$ cat config.mk
export PLATFORM = sky130hd
export DESIGN_NAME = data_stack_flat
export DESIGN_NICKNAME = d
export VERILOG_FILES = /design/src/rtl/data_stack_if.sv /design/src/rtl/data_stack.sv /design/src/flat_wrapper.sv
export SDC_FILE = /design/constraint.sdc
export NUM_CORES = 1
export LEC_CHECK = 0
export BUFFER_PORTS_ARGS = -buffer_cell sky130_fd_sc_hd__buf_2
export CAP_MARGIN = 25
export CORE_UTILIZATION = 55
export DETAILED_ROUTE_END_ITERATION = 12
export GPL_TIMING_DRIVEN = 0
export PLACE_DENSITY_LB_ADDON = 0.05
export SYNTH_ARGS = -nofsm -noshare
export SYNTH_HDL_FRONTEND = slang
export SYNTH_SLANG_ARGS = --single-unit
$ cat constraint.sdc
create_clock -name CLK -period 8.9 [get_ports CLK]
set_clock_uncertainty 0.15 [all_clocks]
set_input_delay 0.89 -clock CLK [delete_from_list [all_inputs] [get_ports CLK]]
set_output_delay 0.89 -clock CLK [all_outputs]
set_load 0.005 [all_outputs]
$ cat src/rtl/data_stack_if.sv
// Command/status bundle between the instruction decoder (master) and the data stack (slave).
interface data_stack_if #(
  parameter int unsigned WIDTH = 8,
  parameter int unsigned DEPTH = 16
);
  localparam int unsigned CW = $clog2(DEPTH) + 1;

  logic             PUSH;
  logic             POP;
  logic [WIDTH-1:0] DIN;
  logic [WIDTH-1:0] TOS;
  logic [WIDTH-1:0] NOS;
  logic [CW-1:0]    COUNT;
  logic             EMPTY;
  logic             FULL;
  logic             ERR;

  modport master (
    output PUSH, POP, DIN,
    input  TOS, NOS, COUNT, EMPTY, FULL, ERR
  );

  modport slave (
    input  PUSH, POP, DIN,
    output TOS, NOS, COUNT, EMPTY, FULL, ERR
  );
endinterface

$ cat src/rtl/data_stack.sv
// Operand stack presenting TOS/NOS combinationally; illegal push/pop/replace are suppressed.
// Define DATA_STACK_ERR_EN to build the sticky overflow/underflow ERR flag.
module data_stack #(
  parameter int unsigned WIDTH = 8,
  parameter int unsigned DEPTH = 16
) (
  input logic         CLK,
  input logic         RST,
  data_stack_if.slave bus
);
  localparam int unsigned AW = $clog2(DEPTH);
  localparam int unsigned CW = AW + 1;
  localparam logic [CW-1:0] FULL_CNT = CW'(DEPTH);

  logic [WIDTH-1:0] mem [DEPTH];
  logic [CW-1:0]    count;
  logic             is_empty;
  logic             is_full;
  logic             do_push;
  logic             do_pop;
  logic             do_repl;
  logic             wr_en;
  logic [AW-1:0]    wr_idx;
  logic [AW-1:0]    tos_idx;
  logic [AW-1:0]    nos_idx;

  assign is_empty = (count == '0);
  assign is_full  = (count == FULL_CNT);
  assign tos_idx  = AW'(count - CW'(1));
  assign nos_idx  = AW'(count - CW'(2));

  always_comb begin
    do_push = 1'b0;
    do_pop  = 1'b0;
    do_repl = 1'b0;
    wr_en   = 1'b0;
    wr_idx  = '0;
    unique case ({bus.PUSH, bus.POP})
      2'b10: do_push = !is_full;
      2'b01: do_pop  = !is_empty;
      2'b11: do_repl = !is_empty;
      default: ;
    endcase
    if (do_push) begin
      wr_en  = 1'b1;
      wr_idx = AW'(count);
    end else if (do_repl) begin
      wr_en  = 1'b1;
      wr_idx = tos_idx;
    end
  end

  always_ff @(posedge CLK) begin
    if (RST) begin
      count <= '0;
    end else if (do_push) begin
      count <= count + CW'(1);
    end else if (do_pop) begin
      count <= count - CW'(1);
    end
  end

  // Storage is never reset; a push coinciding with reset must not land.
  always_ff @(posedge CLK) begin
    if (!RST && wr_en) begin
      mem[wr_idx] <= bus.DIN;
    end
  end

`ifdef DATA_STACK_ERR_EN
  logic err;
  logic illegal;

  assign illegal = (bus.PUSH && !bus.POP && is_full) ||
                   (bus.POP && is_empty);

  always_ff @(posedge CLK) begin
    if (RST) begin
      err <= 1'b0;
    end else if (illegal) begin
      err <= 1'b1;
    end
  end

  assign bus.ERR = err;
`else
  assign bus.ERR = 1'b0;
`endif

  assign bus.COUNT = count;
  assign bus.EMPTY = is_empty;
  assign bus.FULL  = is_full;
  assign bus.TOS   = (count >= CW'(1)) ? mem[tos_idx] : '0;
  assign bus.NOS   = (count >= CW'(2)) ? mem[nos_idx] : '0;
endmodule

$ cat src/flat_wrapper.sv
// flat-port wrapper written by rule: the top's interface ports become plain ports
module data_stack_flat 
#(
  parameter int unsigned WIDTH = 8,
  parameter int unsigned DEPTH = 16
)
  (CLK, RST, bus_PUSH, bus_POP, bus_DIN, bus_TOS, bus_NOS, bus_COUNT, bus_EMPTY, bus_FULL, bus_ERR);
  data_stack_if #(.WIDTH(WIDTH), .DEPTH(DEPTH)) bus_i ();
  input logic CLK;
  input logic RST;
  input wire logic [$bits(bus_i.PUSH)-1:0] bus_PUSH;
  input wire logic [$bits(bus_i.POP)-1:0] bus_POP;
  input wire logic [$bits(bus_i.DIN)-1:0] bus_DIN;
  output wire logic [$bits(bus_i.TOS)-1:0] bus_TOS;
  output wire logic [$bits(bus_i.NOS)-1:0] bus_NOS;
  output wire logic [$bits(bus_i.COUNT)-1:0] bus_COUNT;
  output wire logic [$bits(bus_i.EMPTY)-1:0] bus_EMPTY;
  output wire logic [$bits(bus_i.FULL)-1:0] bus_FULL;
  output wire logic [$bits(bus_i.ERR)-1:0] bus_ERR;
  assign bus_i.PUSH = bus_PUSH;
  assign bus_i.POP = bus_POP;
  assign bus_i.DIN = bus_DIN;
  assign bus_TOS = bus_i.TOS;
  assign bus_NOS = bus_i.NOS;
  assign bus_COUNT = bus_i.COUNT;
  assign bus_EMPTY = bus_i.EMPTY;
  assign bus_FULL = bus_i.FULL;
  assign bus_ERR = bus_i.ERR;
  data_stack #(.WIDTH(WIDTH), .DEPTH(DEPTH)) u_core (.CLK(CLK), .RST(RST), .bus(bus_i));
endmodule
Word level (Yosys, flattened, before mapping)
Memories as Yosys holds them, arrays and structs flattened.
Index checks and enable logic that the tools add are counted.
{ "totals": {"register_bits": 5, "ramBits": 128, "inputBits": 12, "output_inout_bits": 24, "n_memories": 1} }
{ "mem_list": {"columns": ["memory", "depth", "width", "read_ports", "rd_clocked_by_memory_dff", "wr", "line_no", "text"], "rows": [
  ["u_core.mem", 16, 8, 2, 0, 1, "data_stack.sv:15", "logic [WIDTH-1:0] mem [DEPTH];"]
]} }
{ "op_classes": {"add_sub_neg": 3, "n_lt_le_gt_ge": 2, "eq_ne": 4, "muxes": 13, "reduce_logical": 6} }
{ "op_table": {"columns": ["cell", "n"], "rows": [
  ["8-bit 2-to-1 mux", 2],
  ["5-bit 2-to-1 mux", 2],
  ["4-bit 2-to-1 mux", 2],
  ["1-bit 2-to-1 mux", 7],
  ["5-bit by 1-bit adder with 5-bit output, second input constant", 1],
  ["5-bit == test, second input constant", 1],
  ["5-bit by 1-bit greater-or-equal comparator with 1-bit output, second input constant", 1],
  ["5-bit by 2-bit greater-or-equal comparator with 1-bit output, second input constant", 1],
  ["5-bit zero test", 1],
  ["5-bit by 1-bit subtractor with 5-bit output, second input constant", 1],
  ["2-bit == test, second input constant", 2],
  ["4-bit by 2-bit subtractor with 4-bit output, second input constant", 1],
  ["1-bit zero test", 3],
  ["2-bit by 1-bit == test with 1-bit output, second input constant", 1],
  ["2-bit nonzero test", 1],
  ["1-bit logical AND", 1]
]} }

Depth between registers and ports, before layout
{ "depth": {"ltp_word": 8, "mapped_depth": 10, "ltp_nobuf": 7} }

Worst setup path before layout
Ideal clock, no wire load.
{ "synth_timing": {"path_kind": "register -> output", "startpoint": "register u_core.count[0] (netlist: u_core.bus.COUNT[0])", "endpoint": "output bus_TOS[0]", "t_arrival_ns": 2.230, "t_required_ns": 7.860, "setup_slack_ns": 5.630, "stages_incl_launch_ff": 10, "path_cell_list": "dfxtp_1 -> buf_6 -> buf_4 -> inv_2 -> ha_1 -> buf_2 -> buf_1 -> mux4_2 -> mux2i_1 -> o22ai_1"} }
{ "synth_between": {"elab_chain_len": 3, "elab_cells_between_ends": 4} }
{ "synth_rtl": {"columns": ["item", "line_no", "text"], "rows": [
  ["start: declaration", "data_stack.sv:16", "logic [CW-1:0] count;"],
  ["start signal: assignment", "data_stack.sv:57", "count <= count + CW'(1);"],
  ["start signal: assignment", "data_stack.sv:59", "count <= count - CW'(1);"],
  ["5-bit by 1-bit subtractor with 5-bit output", "data_stack.sv:29", "assign tos_idx = AW'(count - CW'(1));"],
  ["memory read 16 x 8 bit", null, null],
  ["8-bit 2-to-1 mux (*)", "data_stack.sv:93", "assign bus.TOS = (count >= CW'(1)) ? mem[tos_idx] : '0;"],
  ["end: declaration", "flat_wrapper.sv:14", "output wire logic [$bits(bus_i.TOS)-1:0] bus_TOS;"]
]} }
Every way passes the cells marked *; elsewhere a longest branch is shown, timed or not.

Worst setup path after layout
{ "layout_timing": {"startpoint": "register u_core.count[1] (netlist: u_core.bus.COUNT[1])", "endpoint": "output bus_TOS[0]"} }
The elaborated chain is that of the path after synthesis.

==> flow_metrics.tcl <==
set metrics [dict create \
    fin_hold_ws_ps 579 \
    peakVddDrop_mv 0.175 \
    ys.flop_type "edfxtp_1" \
    htreeDepth 4 \
    coreArea_um2 12200 \
    r2r-start "u_core.bus.COUNT[1]" \
    n_antenna_cell 0 \
    ys_seq_elements 133 \
    fmax_mhz 207 \
    cts.hold.buffers_added 0 \
    clock-root-buffer "clkbuf_16" \
    hp-class "flip-flop to flip-flop" \
    grt_overflow 0 \
    worstHoldEndpoint "u_core.bus.COUNT[4]" \
    startpoint_type "flip-flop" \
    timing.rr.end "u_core.mem[12][6]" \
    synth_xor_area_frac 0.0101 \
    period_needed_ps 4830 \
    drive_above_1_share 0.422 \
    setup_ws_ps 4070 \
    path_max_fanout 10 \
    grt_pass1_vias 4130 \
    die_w_um 114 \
    power.density_nw_per_um2 319 \
    tightest_slew_ps 1030 \
    synth_compound_area_frac 0.0683 \
    criticalPathCategory "flip-flop to output pin" \
    slew_viol_final 0 \
    post-route-util 0.655 \
    grt_start_max_net_pins 17 \
    synth_top_area_share 0.555 \
    cts_tree "yes" \
    synth_commonest_cells "edfxtp_1 (128), mux4_2 (64), mux2i_1 (33)" \
    synthSimpleGateAreaFrac 0.0441 \
    post-route-period-util 0.543 \
    cp-end-kind "output pin" \
    status "finished clean" \
    pin_count 36 \
    fp-row-count 40 \
    synth_cell_types 61 \
    start_util 0.569 \
    clkTransAtPathRegs_ps 60 \
    clock_latency_ps 420 \
    via_per_inst 6.67 \
    post_cts_buffers 0 \
    ys_warn_count 0 \
    cts_resized 0 \
    synthMostInstantiatedCell "edfxtp_1" \
    nets 457 \
    async_flop_share 0 \
    hp-start "u_core.bus.COUNT[4]" \
    worst_ep_required_time_ps 7860 \
    setup_viol 0 \
    grt_pass1_wl_mm 24.9 \
    routed_wl_mm 16.6 \
    synthesis.nets 405 \
    relSlewSlack 0.308 \
    dp_worst_setup_slack_ps 4510 \
    rsz0062_at_grt "false" \
    area_growth_pct 15.0 \
    p_leak_nw 2.64 \
    finalSetupTns_ps 0 \
    place_inst 586 \
    synth_fa_ha_area_frac 0.0145 \
    yosysTopAreaCell "edfxtp_1" \
    dieArea_um2 13000 \
    hold_depth 3 \
    grt_use_total 0.281 \
    synthTopCellsByArea "edfxtp_1 (56%), mux4_2 (21%), mux2i_1 (4.8%), dfxtp_1 (1.4%), ha_1 (1.4%)" \
    cts_made_buffers 17 \
    drt-initial-drc-count 323 \
    place_congestion 0.844 \
    die_h_um 114 \
    cts_buffer_depth 2 \
    num_vias 4120 \
    antenna_found_initial 0 \
    netlist_instances 385 \
    hold_violations 0 \
    reg2reg_depth 8 \
    drv_cap 0 \
    fin_cells 618 \
    r2r_slack_ps 5050 \
    syn_area_um2 6920 \
    drc 0 \
    synthMuxAreaShare 0.258 \
    syn_area_per_cell_um2 18.0 \
    crit_arrival_ps 3790 \
    ant_nets 0 \
    dp_hpwl_mm 11.1 \
    drt_first_pass_iters 5 \
    wl_per_cell_um 26.9 \
    port_buffers 32 \
    synth_top_family_by_area "multiplexers" \
    seq_area_frac_synth 0.570 \
    clock-sinks 133 \
    synth-edff-count 128 \
]
-- per-stage QoR --
stage / area [µm²] / power (mW)
3_3_place_gp: 7290 / 1.82
3_5_place_dp: 7370 / 1.85
4_1_cts: 7960 / 2.55
6_report: 7960 / 2.54
5_1_grt: 7960 / 2.64
2_1_floorplan: 6920 / 1.51
-- cells by family (layout without fill, tap and decap cells) --
group                      after synthesis  after routing
other                                    1              1
buffers and inverters                   38            103
DFF                                    133            133
muxes                                   98             98
xor gates and xnor gates                 5              5
AOI/OAI and AO/OA                       59             59
adders and majority gates                8              8
and+or+nand+nor                         43             43
-- routing by layer --
metal / vias up / track usage / wire (µm)
li1: 1731 / - / -
met1: 2159 / 0.360 / 6600
met2: 202 / 0.471 / 8430
met3: 28 / 0.0588 / 1200
met4: 0 / 0.119 / 380
met5: - / 0 / 0
-- registers in the layout, indices dropped and copies added, names as in the netlist --
register / flops
u_core.bus.COUNT: 5
u_core.mem: 128
-- how the worst max path moves through the flow --
stage                                    from    endpoint  slack (ps)
after floorplan           u_core.bus.COUNT[0]  bus_TOS[0]        5630
after global placement    u_core.bus.COUNT[1]  bus_TOS[0]        4480
after detailed placement  u_core.bus.COUNT[1]  bus_TOS[0]        4510
after CTS                 u_core.bus.COUNT[1]  bus_TOS[0]        4060
after global routing      u_core.bus.COUNT[1]  bus_TOS[0]        3900
final                     u_core.bus.COUNT[1]  bus_TOS[0]        4070
-- power breakdown --
part | internal (mW) | switching [mW] | leakage (nW)
sequential | 0.724 | 0.0182 | 1.19
combinational | 0.488 | 0.614 | 1.16
clock | 0.452 | 0.248 | 0.287
-- critical path, stage by stage (launching register included) --
cell	delay, ps
dfxtp_1	490
buf_2	350
inv_1	260
ha_1	350
buf_2	280
buf_1	620
mux4_2	410
mux2i_1	210
o22ai_1	180
buf_2	200
-- cell type report --
type	instances	area (µm²)
Tap cell	168	210
Multi-Input combinational cell	214	2810
Buffer	32	218
Sequential cell	133	3940
Fill cell	866	4200
Clock buffer	22	464
Clock inverter	10	129
Inverter	6	22.5
Timing Repair Buffer	33	168
-- layout by cell type (no fill, tap or decap), drive strengths merged, types with 5 or more instances in the layout --
master  Yosys  layout
inv         6       6
clkinv      0       5
nor2        6       6
buf        30      63
a211oi      9       9
mux4       64      64
o211ai      5       5
dfxtp       5       5
nor3       10      10
clkbuf      2      24
mux2i      33      33
o21ai       8       8
nor2b       6       6
ha          8       8
o22ai      17      17
edfxtp    128     128
Note: power is estimated with default switching activity, not from simulation.
